## src/rtl/phy_link_ctrl.sv

```systemverilog
`default_nettype none
// ============================================================================
// phy_link_ctrl: two-lane PHY link bring-up, lane activation and TX data gate
// Revision: 1.0
// ============================================================================
module phy_link_ctrl #(
  parameter int DATA_W     = 32,
  parameter int SYNC_COUNT = 4,
  parameter int ERR_LIMIT  = 3,
  parameter int TIMEOUT    = 64
) (
  input  logic              clk_f,
  input  logic              reset_L,
  input  logic              enable,
  input  logic [1:0]        lane_en,
  input  logic              com_det0,
  input  logic              com_det1,
  input  logic              err_det0,
  input  logic              err_det1,
  input  logic              valid_in,
  input  logic [DATA_W-1:0] data_in,
  output logic              active_lane0,
  output logic              active_lane1,
  output logic              valid_out,
  output logic [DATA_W-1:0] data_out,
  output logic              link_up,
  output logic              link_err,
  output logic [1:0]        state
);

  typedef enum logic [1:0] {
    IDLE   = 2'd0,
    TRAIN  = 2'd1,
    ACTIVE = 2'd2,
    ERROR  = 2'd3
  } state_e;

  localparam int SW = $clog2(SYNC_COUNT + 1);
  localparam int EW = $clog2(ERR_LIMIT + 1);
  localparam int TW = $clog2(TIMEOUT + 1);
  localparam logic [SW-1:0] SYNC_MAX = SW'(SYNC_COUNT);
  localparam logic [EW-1:0] ERR_MAX  = EW'(ERR_LIMIT);
  localparam logic [TW-1:0] TMO_LAST = TW'(TIMEOUT - 1);

  state_e              state_q, state_d;
  logic [1:0]          lock_q, lock_d;
  logic [1:0]          lane_en_q, lane_en_d;
  logic [SW-1:0]       sync_cnt_q [2];
  logic [SW-1:0]       sync_cnt_d [2];
  logic [EW-1:0]       err_cnt_q [2];
  logic [EW-1:0]       err_cnt_d [2];
  logic [TW-1:0]       tmo_cnt_q, tmo_cnt_d;
  logic                active_lane0_q, active_lane0_d;
  logic                active_lane1_q, active_lane1_d;
  logic                valid_out_q, valid_out_d;
  logic [DATA_W-1:0]   data_out_q, data_out_d;
  logic                link_up_q, link_up_d;
  logic                link_err_q, link_err_d;

  logic [1:0]          com_det, err_det;
  logic                all_locked, err_trip, pass_data;

  assign com_det = {com_det1, com_det0};
  assign err_det = {err_det1, err_det0};

  always_comb begin
    state_d    = state_q;
    lock_d     = lock_q;
    lane_en_d  = lane_en_q;
    tmo_cnt_d  = tmo_cnt_q;
    all_locked = 1'b0;
    err_trip   = 1'b0;
    for (int i = 0; i < 2; i++) begin
      sync_cnt_d[i] = sync_cnt_q[i];
      err_cnt_d[i]  = err_cnt_q[i];
    end

    case (state_q)
      IDLE: begin
        if (enable && lane_en != 2'b00) state_d = TRAIN;
      end
      TRAIN: begin
        tmo_cnt_d = tmo_cnt_q + 1'b1;
        for (int i = 0; i < 2; i++) begin
          if (lane_en[i]) begin
            // A locked lane keeps its lock even if COM drops out later in TRAIN.
            if (com_det[i]) begin
              if (sync_cnt_q[i] != SYNC_MAX) sync_cnt_d[i] = sync_cnt_q[i] + 1'b1;
            end else if (!lock_q[i]) begin
              sync_cnt_d[i] = '0;
            end
            if (sync_cnt_d[i] == SYNC_MAX) lock_d[i] = 1'b1;
          end else begin
            sync_cnt_d[i] = '0;
            lock_d[i]     = 1'b0;
          end
        end
        all_locked = (lane_en != 2'b00) && ((lock_d & lane_en) == lane_en);
        if (lane_en == 2'b00)           state_d = IDLE;
        else if (all_locked)            state_d = ACTIVE;
        else if (tmo_cnt_q == TMO_LAST) state_d = ERROR;
      end
      ACTIVE: begin
        for (int i = 0; i < 2; i++) begin
          if (lane_en[i]) begin
            if (err_det[i]) begin
              if (err_cnt_q[i] != ERR_MAX) err_cnt_d[i] = err_cnt_q[i] + 1'b1;
            end else begin
              err_cnt_d[i] = '0;
            end
            if (err_cnt_d[i] == ERR_MAX) err_trip = 1'b1;
          end else begin
            err_cnt_d[i] = '0;
          end
        end
        if (err_trip || lane_en != lane_en_q) state_d = TRAIN;
      end
      default: ;
    endcase

    if (!enable) state_d = IDLE;

    // lane_en is frozen on entry to ACTIVE so a later change can be detected.
    if (state_q != ACTIVE) lane_en_d = lane_en;

    if (state_d == IDLE || (state_d == TRAIN && state_q != TRAIN)) begin
      lock_d    = 2'b00;
      tmo_cnt_d = '0;
      for (int i = 0; i < 2; i++) begin
        sync_cnt_d[i] = '0;
        err_cnt_d[i]  = '0;
      end
    end

    pass_data      = (state_q == ACTIVE) && (state_d == ACTIVE);
    valid_out_d    = valid_in && pass_data;
    data_out_d     = (valid_in && pass_data) ? data_in : '0;
    active_lane0_d = (state_d == ACTIVE) && lane_en[0] && lock_d[0];
    active_lane1_d = (state_d == ACTIVE) && lane_en[1] && lock_d[1];
    link_up_d      = (state_d == ACTIVE);
    link_err_d     = (state_d == ERROR);
  end

  always_ff @(posedge clk_f) begin
    if (!reset_L) begin
      state_q        <= IDLE;
      lock_q         <= 2'b00;
      lane_en_q      <= 2'b00;
      tmo_cnt_q      <= '0;
      active_lane0_q <= 1'b0;
      active_lane1_q <= 1'b0;
      valid_out_q    <= 1'b0;
      data_out_q     <= '0;
      link_up_q      <= 1'b0;
      link_err_q     <= 1'b0;
      for (int i = 0; i < 2; i++) begin
        sync_cnt_q[i] <= '0;
        err_cnt_q[i]  <= '0;
      end
    end else begin
      state_q        <= state_d;
      lock_q         <= lock_d;
      lane_en_q      <= lane_en_d;
      tmo_cnt_q      <= tmo_cnt_d;
      active_lane0_q <= active_lane0_d;
      active_lane1_q <= active_lane1_d;
      valid_out_q    <= valid_out_d;
      data_out_q     <= data_out_d;
      link_up_q      <= link_up_d;
      link_err_q     <= link_err_d;
      for (int i = 0; i < 2; i++) begin
        sync_cnt_q[i] <= sync_cnt_d[i];
        err_cnt_q[i]  <= err_cnt_d[i];
      end
    end
  end

  assign active_lane0 = active_lane0_q;
  assign active_lane1 = active_lane1_q;
  assign valid_out    = valid_out_q;
  assign data_out     = data_out_q;
  assign link_up      = link_up_q;
  assign link_err     = link_err_q;
  assign state        = state_q;

endmodule
`default_nettype wire

```

## config.mk

```make
export PLATFORM = sky130hd
export DESIGN_NAME = phy_link_ctrl
export DESIGN_NICKNAME = d
export VERILOG_FILES = /design/src/rtl/phy_link_ctrl.sv
export SDC_FILE = /design/constraint.sdc
export NUM_CORES = 1
export LEC_CHECK = 0
export ABC_AREA = 1
export CAP_MARGIN = 5
export CORE_MARGIN = 2
export CORE_UTILIZATION = 49
export CTS_CLUSTER_DIAMETER = 100
export DETAILED_ROUTE_END_ITERATION = 6
export HOLD_SLACK_MARGIN = 0.05
export PLACE_DENSITY = 0.82
export SKIP_CTS_REPAIR_TIMING = 1
export SLEW_MARGIN = 15
export SYNTH_ARGS = -nofsm -noshare
export SYNTH_HDL_FRONTEND = slang
export SYNTH_SLANG_ARGS = --single-unit
```

## constraint.sdc

```tcl
create_clock -name clk_f -period 3.2 [get_ports clk_f]
set_input_delay 0.64 -clock clk_f [delete_from_list [all_inputs] [get_ports clk_f]]
set_output_delay 0.64 -clock clk_f [all_outputs]
set_load 0.05 [all_outputs]
```

* After elaboration in Yosys (flattened, before gate mapping)
Memories as Yosys holds them, arrays and structs flattened.
Cells that the tools add are included.
Widths: inputs -> output; s select.
** Word-level totals
- Output and inout port bits :: 39
- Logic and storage cells :: 110
- Memories :: 2
- ROM bits :: 0
- Bits in latches :: 0
- RAM bits :: 10
- Input port bits :: 42
- Bits in registers :: 50
** Cells by class
- Equality and inequality tests :: 18
- $lt $le $gt $ge :: 0
- Shift operators :: 0
- $mul :: 0
- Mux-type cells :: 52
- Add/sub/neg operators :: 5
- Bitwise logic cells :: 6
- Reduce and logical (&&, ||, !) cells :: 17
- Div/mod/pow operators :: 0
** Memory list
- sync_cnt_q :: words 2, bits a word 3, read ports 2, clocked after memory_dff 0, wr ports 2, line 48 : logic [SW-1:0] sync_cnt_q [2];
- err_cnt_q :: words 2, bits a word 2, read ports 2, clocked after memory_dff 0, wr ports 2, line 50 : logic [EW-1:0] err_cnt_q [2];
** Operators by type and width (count)
- $mux 3 :: 14
- $mux 2 :: 20
- $mux 1 :: 13
- $mux 6 :: 2
- $eq 2x2->1 const B :: 5
- $logic_and 1x1->1 :: 9
- $mux 4 :: 2
- $add 7x1->7 const B :: 1
- $eq 7x6->1 const B :: 1
- $add 3x1->3 const B :: 2
- $eq 3x3->1 const B :: 2
- $logic_not 2->1 :: 3
- $ne 2x2->1 const B :: 3
- $ne 3x3->1 const B :: 2
- $pmux 2 s3 :: 1
- $add 2x1->2 const B :: 2
- $eq 2x1->1 const B :: 2
- $or 1x1->1 :: 4
- $and 2x2->2 :: 1
- $eq 2x2->1 :: 1
- $logic_or 1x1->1 :: 2
- $ne 2x1->1 const B :: 1
- $ne 2x2->1 :: 1
- $reduce_and 2->1 :: 1
- 3 further kinds :: 3

* Logic depth before layout (Yosys ltp)
- Depth in word-level cells :: 21
- Gate-level depth with buffers :: 15
- Mapped depth without buffers :: 14

* Worst setup path after synthesis
Ideal clock, no wire load.
- Kind :: register to register
- From :: reg state_q[0] (netlist: state[0])
- To :: mem err_cnt_q[0][0] (netlist name)
- Period minus slack after synthesis :: 2020 ps
- Path buffers :: 1
- Path slack :: 1180 ps
- Required time :: 3130 ps
- Arrival time :: 1951 ps
- Setup time :: 70 ps
- Cell stages (with the launch flop) :: 12
- Path through :: dfxtp_1 -> inv_1 -> nor2_4 -> inv_2 -> nor2_1 -> inv_1 -> nand2_2 -> nand2_1 -> nand2_1 -> nand3_2 -> buf_6 -> a21oi_1
** RTL lines
- from (decl) :: line 45 : state_e state_q, state_d;
- from (signal assigned) :: line 161 : state_q <= state_d;
- to (decl) :: line 50

* Worst setup path after layout
- From :: in com_det0
- To :: reg data_out_q[4] (netlist: data_out[4])
** Between the ends
- Longest elaborated chain between the ends :: 18
** Ends and longest elaborated chain
- from (decl) :: line 16 : input logic com_det0,
- $mux 3 :: line 87 : if (com_det[i]) begin
- $mux 3 :: line 85 : if (lane_en[i]) begin
- $mux 3 :: line 78 : case (state_q)
- $eq 3x3->1 :: line 92 : if (sync_cnt_d[i] == SYNC_MAX) lock_d[i] = 1'b1;
- $mux 1 :: line 92
- $mux 1 :: line 85
- $mux 1 :: line 78
- $and 2x2->2 :: line 98 : all_locked = (lane_en != 2'b00) && ((lock_d & lane_en) == lane_en);
- [2 not listed]
- $mux 2 :: line 100 : else if (all_locked) state_d = ACTIVE;
- $mux 2 :: line 99 : if (lane_en == 2'b00) state_d = IDLE;
- $pmux 2 s3 :: line 78
- $mux 2 :: line 121 : if (!enable) state_d = IDLE;
- $eq 2x2->1 :: line 135 : pass_data = (state_q == ACTIVE) && (state_d == ACTIVE);
- $logic_and 1x1->1 :: line 135
- $logic_and 1x1->1 :: line 137 : data_out_d = (valid_in && pass_data) ? data_in : '0;
- $reduce_and 2->1 (no source line)
- to (signal assigned) :: line 168 : data_out_q <= data_out_d;
- to (decl) :: line 56 : logic [DATA_W-1:0] data_out_q, data_out_d;
No other way between the ends. The select of a mux whose other input is x is not followed.
A chain may end at the register's enable or synchronous reset.

==> results.md <==
- Status: finished, final reports clean
- Total negative slack: 0 ns
- Core Rows: 25
- Chip Width: 74.4 um
- Initial antenna violation count: 0
- WL final: 5570 um
- Worst endpoint required time: ~3.5 ns
- Warning count from the yosys run: 0
- Worst-Margin Slew: 0.539 ns
- Clk buf depth: 2
- Layout area overhead: 41.8%
- Grt ovf: 0
- RePlAce Congestion: roughly 0.86
- Pwr Density: 442 nW/um^2
- Port bufs: 80
- Maxcap violations: 0
- Min Clock Period, post-route: between 2 and 3 ns
- Post-synth net total: approximately 350
- Initial core utilization: 0.511
- Final ANT Viol Nets: 0
- Hold Fails Final Rpt: 0
- Insertion delay to the later sink of the worst-skew pair: about 0.34 ns
- Sequential element share of the synthesized area: 0.495
- Top achievable clock speed: about 390 MHz
- N_diodes: 0
- CTS tree: done
- Endpoints failing setup: 0
- Drt initial violations: a little under 80
- Fin cells: 464
- Mapped cell area: 2430 um^2
- Final Util: 0.724
- Top FF cell, synth: dfxtp_1
- Largest net degree at the start of global routing: 34
- Fillcell total: 380
- Min Hold Slack: 0.547 ns
- Drt pass-1 iters: 4
- Final worst-path cycle share: 0.808
- Peak supply drop: 0.418 mV
- DR vias/cell: approximately 4.6
- Clock Pin Slew Worst Setup and Hold Paths: approximately 0.07 ns
- CP arrival: approximately 2.8 ns
- TritonCTS Buffers: 9
- Mapped Avg Cell Area: 7.91 um^2
- CORE AREA: approximately 4800 um^2
- Post-synth top area cell: dfxtp_1
- Total power: about 1.5 mW
- Setup Skew: around 0.0097 ns
- Most frequent cells in the layout: 80 x clkdlybuf4s50_1, 60 x dfxtp_1, 59 x inv_1
- Largest cells by area after synthesis: dfxtp_1 49%, inv_1 9.1%, nand2_1 7.4%
- Commonest non-fill, non-tap cell in the layout: clkdlybuf4s50_1
- Startpoint class of the critical path: input pin
- Unique masters post-synth: 26
- First-pass GRT wire length: between 8000 and 9000 um
- Number of synthesized flops with an enable pin: 0
- Die area: between 5000 and 6000 um^2
- Cell count after synthesis: about 310
- Unrepaired setup endpoints after global routing: false
- Max-slew violations: 0
- CTS HTree Levels: 3
- Crit Path Category: input pin to register
- Vias in the first global route: between 2k and 2.5k
- Ys async rst share: 0
- Crit-path max FO: 33
- Inst Count DP: 448
- Die height: 74.4 um
- Relative slew slack: 0.640
- Nets@finish: approximately 440
- Leakage power total: between 1 and 1.5 nW
- CP endpoint kind: register
- Tot GR Track Use: 0.209
- Clk root buf: clkbuf_8
- Placed wire-length estimate: approximately 3900 um
- CTS Sinks: 60
- Flops & latches, synth: 60
- Yosys top cell area share: 0.495
- Share of cells above drive strength 1: 0.0882
- Io pins: 81
- Via count: 2134
- Drc violations: 0
- Average wire per standard cell: 12.0 um
- Hold Path Class: register to register
sequential cells by signal, indices dropped and copies added (netlist names):
name / cells
valid_out: 1
err_cnt_q: 4
lock_q: 2
lane_en_q: 2
tmo_cnt_q: 7
data_out: 32
sync_cnt_q: 6
state: 2
link_err: 1
active_lane0: 1
link_up: 1
active_lane1: 1
worst max-delay path, stage by stage:
cell and delay (ns):
clkdlybuf4s50_1 0.58, inv_1 0.06, nand2_1 0.11, nand2_1 0.07
nor2_2 0.11, nand3_1 0.11, nand3_1 0.10, nand3_2 0.12
a21boi_4 0.22, nand4_4 0.46, nor2_1 0.25
cell type report:
| cell class | instances | area, um^2 | area share |
|---|---|---|---|
| Tap cell | 67 | 83.8 | 0.0244 |
| Timing Repair Buffer | 80 | 801 | 0.233 |
| Sequential cell | 60 | 1200 | 0.349 |
| Clock inverter | 6 | 63.8 | 0.0185 |
| Clock buffer | 10 | 128 | 0.0371 |
| Inverter | 61 | 229 | 0.0665 |
| Multi-Input combinational cell | 180 | 936 | 0.272 |
cells by family (layout without fill, tap and decap cells):
logic type / Yosys count / count (layout) / synth area share
AND/OR/NAND/NOR: 123 / 123 / 0.231
AO/OA/AOI/OAI: 46 / 46 / 0.107
adder cells (fa/ha/maj): 5 / 5 / 0.0258
flip-flops: 60 / 60 / 0.495
XOR/XNOR: 6 / 6 / 0.0216
buffers and inverters: 67 / 157 / 0.120
per-layer routing:
layer	wire, um	GRT usage	up-vias	share of wire
met5	0	0	-	0
met3	250	0.0434	10	0.045
li1	-	-	1113	-
met2	2850	0.358	57	0.51
met1	2350	0.244	954	0.42
met4	118	0.111	0	0.021
per-stage QoR:
stage          setup WS (ns)  area [um^2]
2_1_floorplan           1.18         2430
3_3_place_gp           0.404         3250
3_5_place_dp           0.275         3250
4_1_cts                0.627         3440
5_1_grt                0.405         3440
6_report               0.616         3440
cells in the mapped netlist, types with 2 or more instances:
master / count
buf_6: 5
nand2_1: 48
dfxtp_1: 60
nand3_1: 13
o21ai_0: 14
nand2_2: 3
nor2_1: 38
nor3_1: 4
o22ai_1: 3
inv_1: 59
nor2_2: 11
a21boi_0: 4
xnor2_1: 2
ha_1: 5
xor2_1: 4
a21oi_1: 23
nand3_2: 2
power by group:
part	switching (mW)	leakage (nW)	internal, mW
Combinational	0.0453	0.912	0.0593
Clock	0.308	0.0927	0.359
Sequential	0.00173	0.484	0.749
path summary, 6_finish.rpt:
path | start | end | slack (ns) | depth (start not counted)
worst min-delay path | err_cnt_q[0][0] | err_cnt_q[0][0] | 0.55 | 2
worst max-delay path | com_det0 | data_out[4] | 0.62 | 11
worst max register to register | sync_cnt_q[0][0] | data_out[4] | 0.88 | 11
worst min register to register | err_cnt_q[0][0] | err_cnt_q[0][0] | 0.55 | 2
Power figures use the tool's default switching activity.
